[src/rtl/des_round_engine_pkg.sv]
// Shared definitions for the DES round engine: state encoding, widths,
// the key shift schedule and the fixed DES permutation / S-box tables.
// Table entries use DES bit numbering (bit 1 = MSB of the vector).
package des_round_engine_pkg;

    localparam int HALF_W = 32;
    localparam int KEY_W  = 56;
    localparam int SUBK_W = 48;
    localparam int CD_W   = 28;

    typedef enum logic [1:0] {
        ST_IDLE = 2'd0,
        ST_RUN  = 2'd1,
        ST_DONE = 2'd2
    } state_t;

    // Expansion E: 32 -> 48 bits
    localparam int E_TAB [48] = '{
        32,  1,  2,  3,  4,  5,
         4,  5,  6,  7,  8,  9,
         8,  9, 10, 11, 12, 13,
        12, 13, 14, 15, 16, 17,
        16, 17, 18, 19, 20, 21,
        20, 21, 22, 23, 24, 25,
        24, 25, 26, 27, 28, 29,
        28, 29, 30, 31, 32,  1
    };

    // Permutation P applied to the S-box outputs
    localparam int P_TAB [32] = '{
        16,  7, 20, 21, 29, 12, 28, 17,
         1, 15, 23, 26,  5, 18, 31, 10,
         2,  8, 24, 14, 32, 27,  3,  9,
        19, 13, 30,  6, 22, 11,  4, 25
    };

    // PC2: 56-bit {C,D} -> 48-bit round subkey
    localparam int PC2_TAB [48] = '{
        14, 17, 11, 24,  1,  5,  3, 28,
        15,  6, 21, 10, 23, 19, 12,  4,
        26,  8, 16,  7, 27, 20, 13,  2,
        41, 52, 31, 37, 47, 55, 30, 40,
        51, 45, 33, 48, 44, 49, 39, 56,
        34, 53, 46, 42, 50, 36, 29, 32
    };

    // S-boxes S1..S8; entry (row*16+col) is nibble number k counted from the MSB
    localparam logic [255:0] SBOX_TAB [8] = '{
        256'hE4D12FB83A6C5907_0F74E2D1A6CB9538_41E8D62BFC973A50_FC8249175B3EA06D,
        256'hF18E6B34972DC05A_3D47F28EC01A69B5_0E7BA4D158C6932F_D8A13F42B67C05E9,
        256'hA09E63F51DC7B428_D70934A6285ECBF1_D6498F30B12C5AE7_1AD069874FE3B52C,
        256'h7DE3069A1285BC4F_D8B56F03472C1AE9_A690CB7DF13E5284_3F06A1D8945BC72E,
        256'h2C417AB6853FD0E9_EB2C47D150FA3986_421BAD78F9C5630E_B8C71E2D6F09A453,
        256'hC1AF92680D34E75B_AF427C9561DE0B38_9EF528C3704A1DB6_432C95FABE17608D,
        256'h4B2EF08D3C975A61_D0B7491AE35C2F86_14BDC37EAF680592_6BD814A7950FE23C,
        256'hD2846FB1A93E50C7_1FD8A374C56B0E92_7B419CE206ADF358_21E74A8DFC90356B
    };

    // Key-schedule rotation for round j (1..16): one position on rounds 1,2,9,16
    function automatic logic [1:0] des_shift(input logic [4:0] j);
        case (j)
            5'd1, 5'd2, 5'd9, 5'd16: return 2'd1;
            default:                 return 2'd2;
        endcase
    endfunction

    // Row is the outer bit pair, column the middle four bits
    function automatic logic [3:0] des_sbox(input logic [255:0] tab, input logic [5:0] b);
        logic [5:0]   k;
        logic [7:0]   sh;
        logic [255:0] t;
        k  = {b[5], b[0], b[4:1]};
        sh = 8'd252 - {k, 2'b00};
        t  = tab >> sh;
        return t[3:0];
    endfunction

    function automatic logic [CD_W-1:0] rotl28(input logic [CD_W-1:0] x, input logic [1:0] n);
        case (n)
            2'd1:    return {x[CD_W-2:0], x[CD_W-1]};
            2'd2:    return {x[CD_W-3:0], x[CD_W-1:CD_W-2]};
            default: return x;
        endcase
    endfunction

    function automatic logic [CD_W-1:0] rotr28(input logic [CD_W-1:0] x, input logic [1:0] n);
        case (n)
            2'd1:    return {x[0], x[CD_W-1:1]};
            2'd2:    return {x[1:0], x[CD_W-1:2]};
            default: return x;
        endcase
    endfunction

endpackage

[src/rtl/des_round_engine_round_comb.sv]
// One combinational DES round: key rotation, PC2, expansion, key mix,
// S-box substitution and P permutation. Cascaded by the engine to unroll rounds.
module des_round_engine_round_comb
    import des_round_engine_pkg::*;
(
    input  logic [HALF_W-1:0] left,
    input  logic [HALF_W-1:0] right,
    input  logic [KEY_W-1:0]  cd_in,
    input  logic              decrypt,
    input  logic [4:0]        round_idx,
    output logic [HALF_W-1:0] left_o,
    output logic [HALF_W-1:0] right_o,
    output logic [KEY_W-1:0]  cd_o
);

    logic [1:0]        shift_amt;
    logic [CD_W-1:0]   c_rot;
    logic [CD_W-1:0]   d_rot;
    logic [SUBK_W-1:0] subkey;
    logic [SUBK_W-1:0] e_out;
    logic [SUBK_W-1:0] mixed;
    logic [HALF_W-1:0] s_out;
    logic [HALF_W-1:0] f_out;

    // Decrypt walks the schedule backwards: round 1 uses the unrotated key (K16)
    always_comb begin
        shift_amt = 2'd0;
        if (!decrypt) begin
            shift_amt = des_shift(round_idx);
        end else if (round_idx != 5'd1) begin
            shift_amt = des_shift(5'd18 - round_idx);
        end
    end

    // Rotate C and D independently; the rotated pair feeds this round and the next
    always_comb begin
        if (decrypt) begin
            c_rot = rotr28(cd_in[KEY_W-1:CD_W], shift_amt);
            d_rot = rotr28(cd_in[CD_W-1:0], shift_amt);
        end else begin
            c_rot = rotl28(cd_in[KEY_W-1:CD_W], shift_amt);
            d_rot = rotl28(cd_in[CD_W-1:0], shift_amt);
        end
    end

    assign cd_o = {c_rot, d_rot};

    genvar gi;

    for (gi = 0; gi < SUBK_W; gi++) begin : g_pc2
        assign subkey[SUBK_W-1-gi] = cd_o[KEY_W-PC2_TAB[gi]];
    end

    for (gi = 0; gi < SUBK_W; gi++) begin : g_expand
        assign e_out[SUBK_W-1-gi] = right[HALF_W-E_TAB[gi]];
    end

    assign mixed = e_out ^ subkey;

    for (gi = 0; gi < 8; gi++) begin : g_sbox
        assign s_out[HALF_W-1-4*gi -: 4] = des_sbox(SBOX_TAB[gi], mixed[SUBK_W-1-6*gi -: 6]);
    end

    for (gi = 0; gi < HALF_W; gi++) begin : g_perm
        assign f_out[HALF_W-1-gi] = s_out[HALF_W-P_TAB[gi]];
    end

    assign left_o  = right;
    assign right_o = left ^ f_out;

endmodule

[src/rtl/des_round_engine.sv]
// Iterative DES Feistel core: accepts post-IP halves and a post-PC1 key,
// runs 16 rounds at ROUNDS_PER_CYCLE rounds per clock and returns the
// swapped preoutput {R16,L16} for the final permutation.
module des_round_engine
    import des_round_engine_pkg::*;
#(
    parameter int ROUNDS_PER_CYCLE = 1,
    parameter int CNT_W            = 5
) (
    input  logic                clk,
    input  logic                rst,
    input  logic                in_valid,
    output logic                in_ready,
    input  logic                in_decrypt,
    input  logic [HALF_W-1:0]   in_left,
    input  logic [HALF_W-1:0]   in_right,
    input  logic [KEY_W-1:0]    in_key,
    output logic                out_valid,
    input  logic                out_ready,
    output logic [2*HALF_W-1:0] out_data,
    output logic                busy
);

    if (!(ROUNDS_PER_CYCLE == 1 || ROUNDS_PER_CYCLE == 2 || ROUNDS_PER_CYCLE == 4 ||
          ROUNDS_PER_CYCLE == 8 || ROUNDS_PER_CYCLE == 16)) begin : g_rpc_check
        $error("des_round_engine: ROUNDS_PER_CYCLE must be 1, 2, 4, 8 or 16");
    end

    state_t              state_q, state_d;
    logic [HALF_W-1:0]   left_q, left_d;
    logic [HALF_W-1:0]   right_q, right_d;
    logic [KEY_W-1:0]    cd_q, cd_d;
    logic [CNT_W-1:0]    round_cnt_q, round_cnt_d;
    logic [2*HALF_W-1:0] out_data_q, out_data_d;
    logic                decrypt_q, decrypt_d;
    logic                in_ready_q, in_ready_d;
    logic                out_valid_q, out_valid_d;
    logic                busy_q, busy_d;

    logic [CNT_W-1:0]    cnt_sum;

    // Round chain; element 0 is the registered state, element N the result after N rounds
    logic [HALF_W-1:0]   chain_left  [ROUNDS_PER_CYCLE+1];
    logic [HALF_W-1:0]   chain_right [ROUNDS_PER_CYCLE+1];
    logic [KEY_W-1:0]    chain_cd    [ROUNDS_PER_CYCLE+1];

    assign chain_left[0]  = left_q;
    assign chain_right[0] = right_q;
    assign chain_cd[0]    = cd_q;

    genvar gi;

    for (gi = 0; gi < ROUNDS_PER_CYCLE; gi++) begin : g_round
        logic [4:0] round_idx;
        assign round_idx = 5'(round_cnt_q + CNT_W'(gi + 1));

        des_round_engine_round_comb u_round (
            .left      (chain_left[gi]),
            .right     (chain_right[gi]),
            .cd_in     (chain_cd[gi]),
            .decrypt   (decrypt_q),
            .round_idx (round_idx),
            .left_o    (chain_left[gi+1]),
            .right_o   (chain_right[gi+1]),
            .cd_o      (chain_cd[gi+1])
        );
    end

    assign cnt_sum = round_cnt_q + CNT_W'(ROUNDS_PER_CYCLE);

    // Next-state and datapath: accept in IDLE, iterate in RUN, hold result in DONE
    always_comb begin
        state_d     = state_q;
        left_d      = left_q;
        right_d     = right_q;
        cd_d        = cd_q;
        round_cnt_d = round_cnt_q;
        out_data_d  = out_data_q;
        decrypt_d   = decrypt_q;
        in_ready_d  = in_ready_q;
        out_valid_d = out_valid_q;
        busy_d      = busy_q;

        case (state_q)
            ST_IDLE: begin
                if (in_valid && in_ready_q) begin
                    left_d      = in_left;
                    right_d     = in_right;
                    cd_d        = in_key;
                    decrypt_d   = in_decrypt;
                    round_cnt_d = '0;
                    state_d     = ST_RUN;
                    in_ready_d  = 1'b0;
                    busy_d      = 1'b1;
                end
            end
            ST_RUN: begin
                left_d      = chain_left[ROUNDS_PER_CYCLE];
                right_d     = chain_right[ROUNDS_PER_CYCLE];
                cd_d        = chain_cd[ROUNDS_PER_CYCLE];
                round_cnt_d = cnt_sum;
                if (cnt_sum == CNT_W'(16)) begin
                    // Halves are swapped only here, never between rounds
                    out_data_d  = {chain_right[ROUNDS_PER_CYCLE], chain_left[ROUNDS_PER_CYCLE]};
                    state_d     = ST_DONE;
                    out_valid_d = 1'b1;
                end
            end
            ST_DONE: begin
                if (out_ready) begin
                    state_d     = ST_IDLE;
                    out_valid_d = 1'b0;
                    in_ready_d  = 1'b1;
                    busy_d      = 1'b0;
                end
            end
            default: begin
                state_d     = ST_IDLE;
                in_ready_d  = 1'b1;
                out_valid_d = 1'b0;
                busy_d      = 1'b0;
            end
        endcase
    end

    // State and registered outputs; reset discards any block in flight
    always_ff @(posedge clk or posedge rst) begin
        if (rst) begin
            state_q     <= ST_IDLE;
            left_q      <= '0;
            right_q     <= '0;
            cd_q        <= '0;
            round_cnt_q <= '0;
            out_data_q  <= '0;
            decrypt_q   <= 1'b0;
            in_ready_q  <= 1'b1;
            out_valid_q <= 1'b0;
            busy_q      <= 1'b0;
        end else begin
            state_q     <= state_d;
            left_q      <= left_d;
            right_q     <= right_d;
            cd_q        <= cd_d;
            round_cnt_q <= round_cnt_d;
            out_data_q  <= out_data_d;
            decrypt_q   <= decrypt_d;
            in_ready_q  <= in_ready_d;
            out_valid_q <= out_valid_d;
            busy_q      <= busy_d;
        end
    end

    assign in_ready  = in_ready_q;
    assign out_valid = out_valid_q;
    assign out_data  = out_data_q;
    assign busy      = busy_q;

endmodule

[config.mk]
export PLATFORM = sky130hd
export DESIGN_NAME = des_round_engine
export DESIGN_NICKNAME = d
export VERILOG_FILES = /design/src/rtl/des_round_engine_pkg.sv /design/src/rtl/des_round_engine_round_comb.sv /design/src/rtl/des_round_engine.sv
export SDC_FILE = /design/constraint.sdc
export NUM_CORES = 1
export LEC_CHECK = 0
export CORE_ASPECT_RATIO = 2
export CORE_MARGIN = 4
export CORE_UTILIZATION = 54
export CTS_BUF_LIST = sky130_fd_sc_hd__clkbuf_4
export CTS_CLUSTER_SIZE = 8
export DETAILED_ROUTE_END_ITERATION = 6
export PLACE_DENSITY_LB_ADDON = 0.15
export SLEW_MARGIN = 20
export SYNTH_ARGS = -nofsm -noshare
export SYNTH_HDL_FRONTEND = slang
export SYNTH_SLANG_ARGS = --single-unit
[constraint.sdc]
create_clock -name clk -period 6.7 [get_ports clk]
set_input_delay 1.675 -clock clk [delete_from_list [all_inputs] [get_ports clk]]
set_output_delay 1.675 -clock clk [all_outputs]
set_load 0.05 [all_outputs]
==> impl_metrics.tcl <==
set metrics [dict create \
    yosys-top-cells-area "dfrtp_1, nand2_1, o21ai_0, ha_1, mux2i_1" \
    cts_buffers 17 \
    wire_per_inst_um 23.0 \
    hold_class "reg -> reg" \
    min_period_over_period_pct 92.0 \
    path_clk_slew_ns 0.18 \
    synthArstFlopShare_pct 100 \
    grt_util_all_layers_pct 34.6 \
    post-route-drc-count 3 \
    required_ns 7.23 \
    synth-edff-count 0 \
    grt_pass1_wl_um 94700 \
    tritoncts "done" \
    grt_pass1_vias 16828 \
    synthSimpleGateAreaFrac_pct 18.7 \
    max_slew_margin_pct 23.0 \
    yosysWarnings 0 \
    synth_top_family_by_area "compound AO/OA/AOI/OAI gates" \
    insertion_delay_ns 0.67 \
    tightest_slew_ns 1.15 \
    ant_nets 0 \
    fmax_mhz 162 \
    synthToLayoutAreaGrowth_pct 14.6 \
    nets 2419 \
    dieWidth_um 134 \
    synth.cell_area_um2 17100 \
    cts_hold_buf 0 \
    dpl_cell_area_um2 19300 \
    synth_fp_nets 2326 \
    synth_top_area_share_pct 28.4 \
    vias 17131 \
    cts_sinks 195 \
    finalSetupViolCount 0 \
    hold_viol 0 \
    die-area_um2 34800 \
    slew_viol_final 0 \
    cp_max_fo 15 \
    htree_levels 4 \
    grt_overflow_total 0 \
    synth_xor_area_share_pct 7.58 \
    synth-compound-area-share_pct 26.8 \
    clk_path_buf_depth 2 \
    endpoint_kind "register" \
    outcome "complete, but fails checks" \
    synth_cells 2132 \
    dp_slack_ns 0.683 \
    drv_cap 0 \
    drt_wl_total_um 61400 \
    fin_ws_ns 0.534 \
    violations "DRC" \
    yosysSeqAreaShare_pct 28.5 \
    drive_gt1_share_pct 9.39 \
    chipHeight_um 260 \
    synth_top_area_cell "dfrtp_1" \
    io_buffer_count 191 \
    crit_path_start_kind "register" \
    fin_hold_ws_ns 0.491 \
    clockRootBuffer "clkbuf_4" \
    gp_congestion 0.953 \
    drt_iter0_drc 1483 \
    arrival_ns 6.69 \
    vias_per_cell 6.44 \
    grt_max_degree 143 \
    final_common_cell "nand2_1" \
    synth_seq_cells 195 \
    post-cts-setup-buffer-count 0 \
    crit_type "reg -> reg" \
    avgSynthCellArea_um2 8.03 \
    mostFrequentLayoutCells "nand2_1, dfrtp_1, clkdlybuf4s50_1" \
    start_util_pct 54.5 \
    synthAdderAreaFrac_pct 5.04 \
    muxShareOfSynthArea_pct 7.42 \
    design_area_um2 19600 \
    rsz0062_at_grt "false" \
    layout_min_cycle_time_ns 6.17 \
    num_rows 92 \
    ys_types 94 \
    finalClockSkew_ns 0.0327 \
    antenna_found_initial 2 \
    synth_top_flop_cell "dfrtp_1" \
    dr.pass1.iters 7 \
    fin_setup_tns_ns 0 \
    dp_hpwl_um 45400 \
    io_pins 192 \
    core_um2 31400 \
    cts_resized 0 \
]
-- layer usage --
metal	GRT usage, %	part of all wire (%)	up-vias
met5	0	0	-
met4	18.5	5.2	0
met3	4.82	6.0	174
met2	64.1	53	793
met1	37.7	36	8249
li1	-	-	7915
-- synthesized netlist by cell type, types with 7 or more instances --
cell / n
a2111oi_0: 10
a211o_1: 12
a211oi_1: 19
a21oi_1: 108
a221oi_1: 11
a22oi_1: 7
a311oi_1: 10
a31oi_1: 63
a31oi_2: 13
a31oi_4: 7
and2_1: 9
buf_1: 11
buf_2: 43
buf_4: 14
clkbuf_1: 105
dfrtp_1: 194
ha_1: 69
inv_1: 44
inv_2: 9
mux2_2: 25
mux2i_1: 83
mux4_2: 7
nand2_1: 353
nand2b_1: 10
nand3_1: 68
nand4_1: 7
nor2_1: 131
nor3_1: 56
o211ai_1: 29
o21ai_0: 174
o21ai_1: 35
o221ai_1: 13
o22ai_1: 58
o311ai_0: 17
o31ai_1: 13
or3_1: 49
or4_1: 7
xnor2_1: 74
xnor2_2: 7
xor2_1: 27
xor2_2: 15
-- final timing paths --
kind | startpoint | endpoint | slack [ns] | cells past startpoint
setup / recovery | round_cnt_q[0]$_DFFE_PP0P_ | right_q[10]$_DFFE_PP0P_ | 0.53 | 19
hold / removal | out_data[17]$_DFFE_PP0P_ | out_data[17]$_DFFE_PP0P_ | 0.49 | 2
min in group asynchronous | rst | right_q[23]$_DFFE_PP0P_ | 1.62 | 3
setup reg to reg | round_cnt_q[0]$_DFFE_PP0P_ | right_q[10]$_DFFE_PP0P_ | 0.53 | 19
max in group asynchronous | rst | state_q[0]$_DFFE_PP0P_ | 4.47 | 3
hold reg to reg | out_data[17]$_DFFE_PP0P_ | out_data[17]$_DFFE_PP0P_ | 0.49 | 2
-- critical path, cell delays in order, from the launching register on --
cell and delay, ns:
dfrtp_1 0.60, ha_1 0.36, and2_1 0.38, a221oi_2 0.13
or4b_4 0.51, o2111ai_4 0.12, a2bb2oi_2 0.60, buf_4 0.36
nand3_1 0.10, a31oi_1 0.41, xor2_2 0.46, ha_1 0.41
inv_1 0.19, a21oi_1 0.11, a21o_1 0.19, a221oi_1 0.37
o31ai_1 0.13, a21oi_1 0.26, xor2_1 0.23, a21oi_1 0.10
-- through the flow --
step                      util (%)  cells
final                         62.4   2662
after global routing          62.4   2662
after CTS                     62.4   2660
after detailed placement      61.4   2629
after global placement        61.4   2629
after floorplan                  -   2132
-- logic make-up after synthesis --
family,after synthesis
mux,115
simple gates,723
fa+ha+maj,69
compound gates,673
flops,195
xor+xnor,125
buf+inv,232
-- cell type report --
type                    instances  area, um^2
fillers                      2924       11800
clock buffers                  19         143
multi-input cells            1705       11300
repair buffers                252        2390
inverters                      54         206
diodes                          2        5.00
flip-flops and latches        195        4880
clock inverters                12         158
well taps                     423         529
-- registers in the layout (all words and copies together) (netlist names) --
signal / count
in_ready: 1
out_data: 64
left_q: 32
cd_q: 56
out_valid: 1
state_q: 2
busy: 1
round_cnt_q: 5
right_q: 32
decrypt_q: 1
Power is left out: the tool's default activity adds up to more than one toggle a clock period on the data nets, which glitch-free logic cannot reach.
